`config.mk`:
```
export PLATFORM = sky130hd
export DESIGN_NAME = duty_ramp_ctrl
export DESIGN_NICKNAME = d
export VERILOG_FILES = /design/src/rtl/duty_ramp_ctrl.sv
export SDC_FILE = /design/constraint.sdc
export NUM_CORES = 1
export LEC_CHECK = 0
export ABC_AREA = 0
export CAP_MARGIN = 20
export CORE_MARGIN = 5
export CORE_UTILIZATION = 58
export CTS_CLUSTER_DIAMETER = 40
export DETAILED_ROUTE_END_ITERATION = 7
export HOLD_SLACK_MARGIN = 0.03
export PLACE_DENSITY = 0.86
export SETUP_SLACK_MARGIN = 0.2
export SYNTH_ARGS = -nofsm -noshare
export SYNTH_HDL_FRONTEND = slang
export SYNTH_SLANG_ARGS = --single-unit
```
`constraint.sdc`:
```
create_clock -name clk -period 3.8 [get_ports clk]
set_clock_uncertainty 0.2 [all_clocks]
set_input_delay 0.76 -clock clk [delete_from_list [all_inputs] [get_ports clk]]
set_output_delay 0.76 -clock clk [all_outputs]
set_load 0.01 [all_outputs]
```
`src/rtl/duty_ramp_ctrl.sv`:
```
// Duty-cycle ramp controller: slews a 0..100 % duty toward a loaded target at a programmable tick rate.
// Optional macro DUTY_RAMP_CLAMP_EN clamps the loaded target to MAX_DUTY instead of 100.
`timescale 1ns/1ps
module duty_ramp_ctrl #(
  parameter int SYS_CLK_FREQ = 125_000_000,
  parameter int TICK_DIV     = 125_000,
  parameter int MAX_DUTY     = 90
) (
  input  logic       clk,
  input  logic       reset_p,
  input  logic [6:0] target,
  input  logic       load,
  input  logic [7:0] rate,
  input  logic       estop,
  output logic [6:0] duty,
  output logic       busy,
  output logic       dir,
  output logic       done
);

  localparam int TW = (TICK_DIV > 1) ? $clog2(TICK_DIV) : 1;
  localparam logic [TW-1:0] TICK_LAST = TW'(TICK_DIV - 1);

`ifdef DUTY_RAMP_CLAMP_EN
  localparam logic [6:0] CLAMP_MAX = 7'(MAX_DUTY);
`else
  localparam logic [6:0] CLAMP_MAX = 7'd100;
`endif

  generate
    if (TICK_DIV < 1 || SYS_CLK_FREQ < TICK_DIV || MAX_DUTY < 0 || MAX_DUTY > 100) begin : g_bad_cfg
      $error("duty_ramp_ctrl: invalid parameter combination");
    end
  endgenerate

  typedef enum logic [1:0] {S_IDLE, S_UP, S_DOWN} state_t;

  state_t          r_state, w_state_next;
  logic [6:0]      r_duty, w_duty_next;
  logic [6:0]      r_target_q, w_target_next;
  logic [7:0]      r_rate_q, w_rate_next;
  logic [TW-1:0]   r_tick_cnt, w_tick_next;
  logic [7:0]      r_step_cnt, w_step_next;
  logic            r_pend, w_pend_next;
  logic            r_done_pend, w_done_pend_next;
  logic            r_done, w_done_next;

  logic [6:0]      w_target_clamped;
  logic            w_tick;
  logic            w_step;
  logic [6:0]      w_duty_step;

  assign w_target_clamped = (target > CLAMP_MAX) ? CLAMP_MAX : target;
  assign w_tick = (r_tick_cnt == TICK_LAST);
  // A load is decoded one cycle after capture (r_pend); no step may land in that cycle.
  assign w_step = w_tick && !r_pend && (r_state != S_IDLE) && (r_step_cnt == r_rate_q - 8'd1);

  always_comb begin
    w_duty_step = r_duty;
    if (r_state == S_UP) begin
      if (r_duty < 7'd100) w_duty_step = r_duty + 7'd1;
    end else if (r_state == S_DOWN) begin
      if (r_duty > 7'd0) w_duty_step = r_duty - 7'd1;
    end
  end

  always_ff @(posedge clk) begin
    if (reset_p) r_state <= S_IDLE;
    else         r_state <= w_state_next;
  end

  always_comb begin
    w_state_next     = r_state;
    w_duty_next      = r_duty;
    w_target_next    = r_target_q;
    w_rate_next      = r_rate_q;
    w_tick_next      = r_tick_cnt;
    w_step_next      = r_step_cnt;
    w_pend_next      = 1'b0;
    w_done_pend_next = 1'b0;
    w_done_next      = r_done_pend;

    if (r_state != S_IDLE || r_pend) begin
      w_tick_next = w_tick ? '0 : r_tick_cnt + 1'b1;
      if (w_tick) w_step_next = r_step_cnt + 8'd1;
    end else begin
      w_tick_next = '0;
      w_step_next = '0;
    end

    if (estop) begin
      w_state_next  = S_IDLE;
      w_duty_next   = 7'd0;
      w_target_next = 7'd0;
      w_tick_next   = '0;
      w_step_next   = '0;
      w_done_next   = 1'b0;
    end else if (load) begin
      w_target_next = w_target_clamped;
      w_rate_next   = rate;
      w_tick_next   = '0;
      w_step_next   = '0;
      w_pend_next   = 1'b1;
    end else if (r_pend) begin
      if (r_target_q == r_duty) begin
        w_state_next = S_IDLE;
        w_done_next  = 1'b1;
      end else if (r_rate_q == 8'd0) begin
        w_state_next     = S_IDLE;
        w_duty_next      = r_target_q;
        w_done_pend_next = 1'b1;
      end else if (r_target_q > r_duty) begin
        w_state_next = S_UP;
      end else begin
        w_state_next = S_DOWN;
      end
    end else if (w_step) begin
      w_step_next = '0;
      w_duty_next = w_duty_step;
      if (w_duty_step == r_target_q) begin
        w_state_next     = S_IDLE;
        w_done_pend_next = 1'b1;
      end
    end
  end

  always_ff @(posedge clk) begin
    if (reset_p) begin
      r_duty      <= 7'd0;
      r_target_q  <= 7'd0;
      r_rate_q    <= 8'd0;
      r_tick_cnt  <= '0;
      r_step_cnt  <= 8'd0;
      r_pend      <= 1'b0;
      r_done_pend <= 1'b0;
      r_done      <= 1'b0;
    end else begin
      r_duty      <= w_duty_next;
      r_target_q  <= w_target_next;
      r_rate_q    <= w_rate_next;
      r_tick_cnt  <= w_tick_next;
      r_step_cnt  <= w_step_next;
      r_pend      <= w_pend_next;
      r_done_pend <= w_done_pend_next;
      r_done      <= w_done_next;
    end
  end

  assign duty = r_duty;
  assign busy = (r_state != S_IDLE);
  assign dir  = (r_state == S_UP);
  assign done = r_done;

endmodule
```
## Yosys cells after proc, flatten, opt, wreduce, memory -nomap -nowiden

Index checks and enable logic that the tools add are counted.

| storage, ports and cells | value |
|---|---|
| output and inout port bits | 10 |
| logic and storage cells | 72 |
| bits of input ports | 19 |
| register bits | 52 |

| cells by class | value |
|---|---|
| reduce and logical (&&, ||, !) cells | 15 |
| $lt $le $gt $ge | 4 |
| muxes and demuxes | 28 |
| bitwise gates (word level) | 3 |
| equality and inequality tests | 8 |
| add/sub/neg operators | 5 |

Operators by type and width:

| kind | count |
|---|---|
| 7-bit 2-to-1 mux | 9 |
| 8-bit 2-to-1 mux | 4 |
| 17-bit by 1-bit adder with 17-bit output, second input constant | 1 |
| 17-bit == test, second input constant | 1 |
| 7-bit == test | 2 |
| 2-bit 2-to-1 mux | 6 |
| 1-bit 2-to-1 mux | 9 |
| 8-bit by 1-bit adder with 8-bit output, second input constant | 1 |
| 8-bit == test | 1 |
| 8-bit logical NOT | 1 |
| 8-bit by 1-bit subtractor with 8-bit output, second input constant | 1 |
| 7-bit by 1-bit adder with 7-bit output, second input constant | 1 |
| 7-bit by 1-bit greater-than comparator with 1-bit output, second input constant | 1 |
| 7-bit greater-than comparator | 1 |
| 7-bit greater-than comparator, second input constant | 1 |
| 7-bit less-than comparator, second input constant | 1 |
| 7-bit by 1-bit subtractor with 7-bit output, second input constant | 1 |
| 2-bit nonzero test | 3 |
| 5-bit OR reduction | 1 |
| 4-bit AND reduction | 1 |
| 1-bit logical AND | 3 |
| 1-bit inverter | 3 |
| 3-bit AND reduction | 1 |
| 3-bit OR reduction | 1 |
| 8 further kinds | 8 |

## Depth between registers and ports, before layout

| logic depth | value |
|---|---|
| word-level depth | 8 |
| gate-level depth with buffers | 10 |
| gate-level depth less buffers | 9 |

## Worst setup path before layout

Ideal clock, no wire load.

| path | value |
|---|---|
| kind | register to register |
| start | reg r_duty[1] (netlist: duty[1]) |
| end | reg r_done_pend |
| data required time | 3,541 ps |
| path slack | 940 ps |
| clock period less this slack | 2,860 ps |
| path buffers | 1 |
| stages on the path, launching flop included | 11 |
| data arrival time | 2,601 ps |
| library setup time | 59 ps |
| cells stage by stage | dfxtp_1 > buf_6 > inv_1 > ha_1 > nor2b_1 > a2111oi_0 > a211o_1 > a311o_1 > or4_1 > nor4_2 > o21a_1 |

| on the way | value |
|---|---|
| longest elaborated chain between the ends | 8 |
| elaborated cells between the ends (all ways) | 14 |
| classes of those cells | add/sub: 2; order compare: 2; eq/ne: 2; mux: 8 |

Ends and longest elaborated chain:

| item | RTL line | text |
|---|---|---|
| start, declared | 39 | `logic [6:0] r_duty, w_duty_next;` |
| start signal, assigned | 138 | `r_duty <= w_duty_next;` |
| 7-bit by 1-bit subtractor with 7-bit output / 7-bit by 1-bit greater-than comparator with 1-bit output (equally long branches) | 63 | `if (r_duty > 7'd0) w_duty_step = r_duty - 7'd1;` |
| 7-bit 2-to-1 mux | 63 |  |
| 7-bit 2-to-1 mux | 62 | `end else if (r_state == S_DOWN) begin` |
| 7-bit 2-to-1 mux | 60 | `if (r_state == S_UP) begin` |
| 7-bit == test | 120 | `if (w_duty_step == r_target_q) begin` |
| 1-bit 2-to-1 mux | 120 |  |
| 1-bit 2-to-1 mux | 117 | `end else if (w_step) begin` |
| 1-bit 2-to-1 mux (*) | 104 | `end else if (r_pend) begin` |
| end signal, assigned | 144 | `r_done_pend <= w_done_pend_next;` |
| end, declared | 45 | `logic r_done_pend, w_done_pend_next;` |

Every way passes the cells marked *; elsewhere a longest branch is shown, timed or not.
A chain may end at the register's enable or synchronous reset.

## Worst setup path after layout

| path | value |
|---|---|
| start | reg r_duty[0] (netlist: duty[0]) |
| end | reg r_done_pend |

Same word-level chain as after synthesis.

==> metrics.csv <==
stage,metric,value,unit
synthesis,cells after synthesis,405,
synthesis,Synth top cells by count,"dfxtp_1, nor2_1, nand2_1",
place,Placer Congestion,0.913,
synthesis,post-synthesis adder-cell area fraction,5.23,%
pwr,Leak Pwr,1.39,nW
place,post-DP HPWL,6380,um
clocking,clock transition at the registers of the reported paths,0.10,ns
worst_setup_path,Worst setup EP type,register,
synthesis,Synth Register Bits,52,
drt,Routed Antenna Nets,0,
grt,largest net degree at the start of global routing,22,
clocking,root buf cell,clkbuf_8,
pwr,maximum vdd drop,0.308,mV
synthesis,mux cell area share after synthesis,2.80,%
die,Chip Width,86.0,um
synthesis,"top cells by area, synth","dfxtp_1, nor2_1, ha_1",
layout,# nets final,457,
sta,RSZ-0062 raised after global routing,no,
drt,WL met2,4330,um
grt,initial antenna violation count,0,
synthesis,Mean Syn Cell Area,8.27,um^2
synthesis,Syn Nets,438,
worst_setup_path,critical path's slowest cell,dfxtp_1,
drt,initial DRC count,252,
synthesis,YS warnings,0,
pwr,pwr dens,279,nW/um^2
worst_setup_path,CP required,3.86,ns
sta,Worst-Margin Slew,0.858,ns
clocking,Worst-Skew Late Latency,0.32,ns
worst_setup_path,CP arrival,3.30,ns
drt,drc violations,0,
sta,Slew headroom,42.3,%
synthesis,ys flop type,dfxtp_1,
pwr,Total Power,0.00105,W
job,max_cap viols,0,
layout,ANT cells,0,
drt,DR WL met3,402,um
layout,share of cells above drive strength 1,6.59,%
clocking,cts hold-fix bufs,0,
sta,Final Max Slew Viols,0,
place,number of port buffers,28,
synthesis,largest family of logic cells by synthesized area,simple AND/OR/NAND/NOR gates,
grt,number of global-route vias before repair,3017,
synthesis,most numerous cell in the Yosys netlist,dfxtp_1,
synthesis,sequential share of the synthesized area,31.1,%
clocking,CTS tree,yes,
worst_hold_path,Hold WC Path Type,register to register,
synthesis,"EDFF count, synth",0,
clocking,total CTS buffers,5,
die,core area,5570,um^2
drt,top routing layer in use,met4,
clocking,CTS Buffer Depth,2,
synthesis,Synth Area in XOR/XNOR,9.82,%
grt,first-pass GRT wire length,14300,um
sta,final number of hold-violating endpoints,0,
drt,mean routed wirelength per cell,17.0,um
drt,final wirelength,8440,um
sta,setup_tns,0,ns
die,std cell rows,27,
outcome,status,"complete, no violations",
sta,final setup vio count,0,
grt,Overflow after GRT,0,
drt,M1 WL,3550,um
synthesis,post-synthesis simple-gate area fraction,29.1,%
synthesis,Synth cell types,67,
grt,GRT Total Usage,23.6,%
die,Die Span Y,86.0,um
layout,Syn-to-layout area delta,12.3,%
clocking,CTS Sinks,52,
sta,fmax,308,MHz
worst_setup_path,CP Launch Type,register,
clocking,# resized after CTS,0,
drt,First-pass DRT Iterations,5,
synthesis,area fraction in compound gates after synthesis,17.3,%
clocking,Post-CTS Setup Inserts,0,
die,I/O Pins,29,
synthesis,mapped cell area,3350,um^2
sta,fin crit share,85.3,%
worst_setup_path,crit-path max FO,9,
clocking,htree depth,2,
drt,via total after detailed routing,3035,
worst_setup_path,WS Path Type,register to register,
sta,post-layout min period,3.24,ns
synthesis,share of the synthesized area in the top cell type,31.1,%
worst_setup_path,crit-path cells,inv_1 -> ha_1 -> a21boi_1 -> nor4_1 -> a211o_1 -> a311o_1 -> or4_1 -> nor4_2 -> o21a_1,
drt,Via-to-Cell Ratio,6.11,
worst_setup_path,critical path's largest stage delay,0.59,ns
synthesis,asr flop ratio synth,0,%
die,Die ar.,7390,um^2
die,Initial Util,60.1,%
synthesis,cell taking the most area after synthesis,dfxtp_1,
==> cell type report <==
type                       instances  area (um^2)
clock buffer                       6         72.6
multi-input combinational        317         2150
tap                               72         90.1
inverter                          16         60.1
fill                             445         1810
clock inverter                     2         35.0
sequential                        52         1040
timing repair buffer              32          310
==> layout by cell type, fill, tap and decap left out, drive strengths merged, types with 4 or more instances in the layout <==
cell / Yosys / layout
a21oi: 19 / 19
xor2: 18 / 18
or3: 4 / 4
clkbuf: 12 / 6
mux2i: 6 / 6
o21a: 4 / 4
nand2b: 6 / 6
ha: 14 / 14
clkdlybuf4s50: 0 / 28
nor4: 7 / 7
nor3: 9 / 9
nor2b: 5 / 5
o21ai: 9 / 9
nand2: 36 / 36
nand3: 16 / 16
a22o: 5 / 5
nand4: 11 / 11
nor2: 50 / 50
inv: 16 / 16
dfxtp: 52 / 52
xnor2: 17 / 17
and4: 4 / 4
or4: 4 / 4
and3: 11 / 11
nor4b: 4 / 4
o2111ai: 4 / 4
buf: 8 / 4
==> worst paths after layout <==
check | slack [ns] | cells past startpoint | from | to
max reg2reg | 0.56 | 9 | duty[0]$_SDFFE_PP0P_ | r_done_pend$_SDFF_PP0_
min | 0.26 | 2 | r_done_pend$_SDFF_PP0_ | done$_SDFF_PP0_
max | 0.56 | 9 | duty[0]$_SDFFE_PP0P_ | r_done_pend$_SDFF_PP0_
min reg2reg | 0.26 | 2 | r_done_pend$_SDFF_PP0_ | done$_SDFF_PP0_
==> per-stage QoR <==
| stage | area [um^2] | setup WS [ns] | hold WS (ns) | utilization [%] | cells |
|---|---|---|---|---|---|
| after floorplan | 3350 | 0.940 | 0.216 | - | 405 |
| after global placement | 3640 | 0.448 | 0.236 | 65.4 | 488 |
| after detailed placement | 3650 | 0.467 | 0.230 | 65.5 | 489 |
| after CTS | 3760 | 0.418 | 0.262 | 67.5 | 497 |
| after global routing | 3760 | 0.396 | 0.304 | 67.5 | 497 |
| final | 3760 | 0.557 | 0.262 | 67.5 | 497 |
==> metal layers <==
layer / vias to the layer above / track usage, %
met5: - / 0
li1: 1503 / -
met2: 103 / 41.6
met3: 15 / 3.84
met1: 1414 / 29.0
met4: 0 / 7.77
==> flip-flops by register name (all words and copies together), names as in the netlist <==
name / flops
r_tick_cnt: 17
r_rate_q: 8
r_step_cnt: 8
duty: 7
r_target_q: 7
r_state: 2
done: 1
r_done_pend: 1
r_pend: 1
==> critical path, delay by kind of cell, from the launching register on <==
family | cells | cell delay (ns)
AO/OA/AOI/OAI | 4 | 0.97
adder cells (fa/ha/maj) | 1 | 0.29
buffers and inverters | 1 | 0.19
flip-flops | 1 | 0.59
AND/OR/NAND/NOR | 3 | 0.96
==> logic make-up (layout without fill, tap and decap cells) <==
logic type,after synthesis,count (layout)
and+or+nand+nor,180,180
xor gates and xnor gates,36,36
AOI/OAI and AO/OA,78,78
muxes,9,9
buffers and inverters,36,56
adders and majority gates,14,14
DFF,52,52
==> where the power goes <==
| part | total [W] | switching (W) | leakage [nW] | internal, W |
|---|---|---|---|---|
| clock | 0.000376 | 0.000181 | 0.0552 | 0.000196 |
| sequential | 0.000563 | 0.0000115 | 0.420 | 0.000552 |
| combinational | 0.000111 | 0.0000560 | 0.915 | 0.0000549 |
No activity file was read; power rests on OpenSTA's default activity.
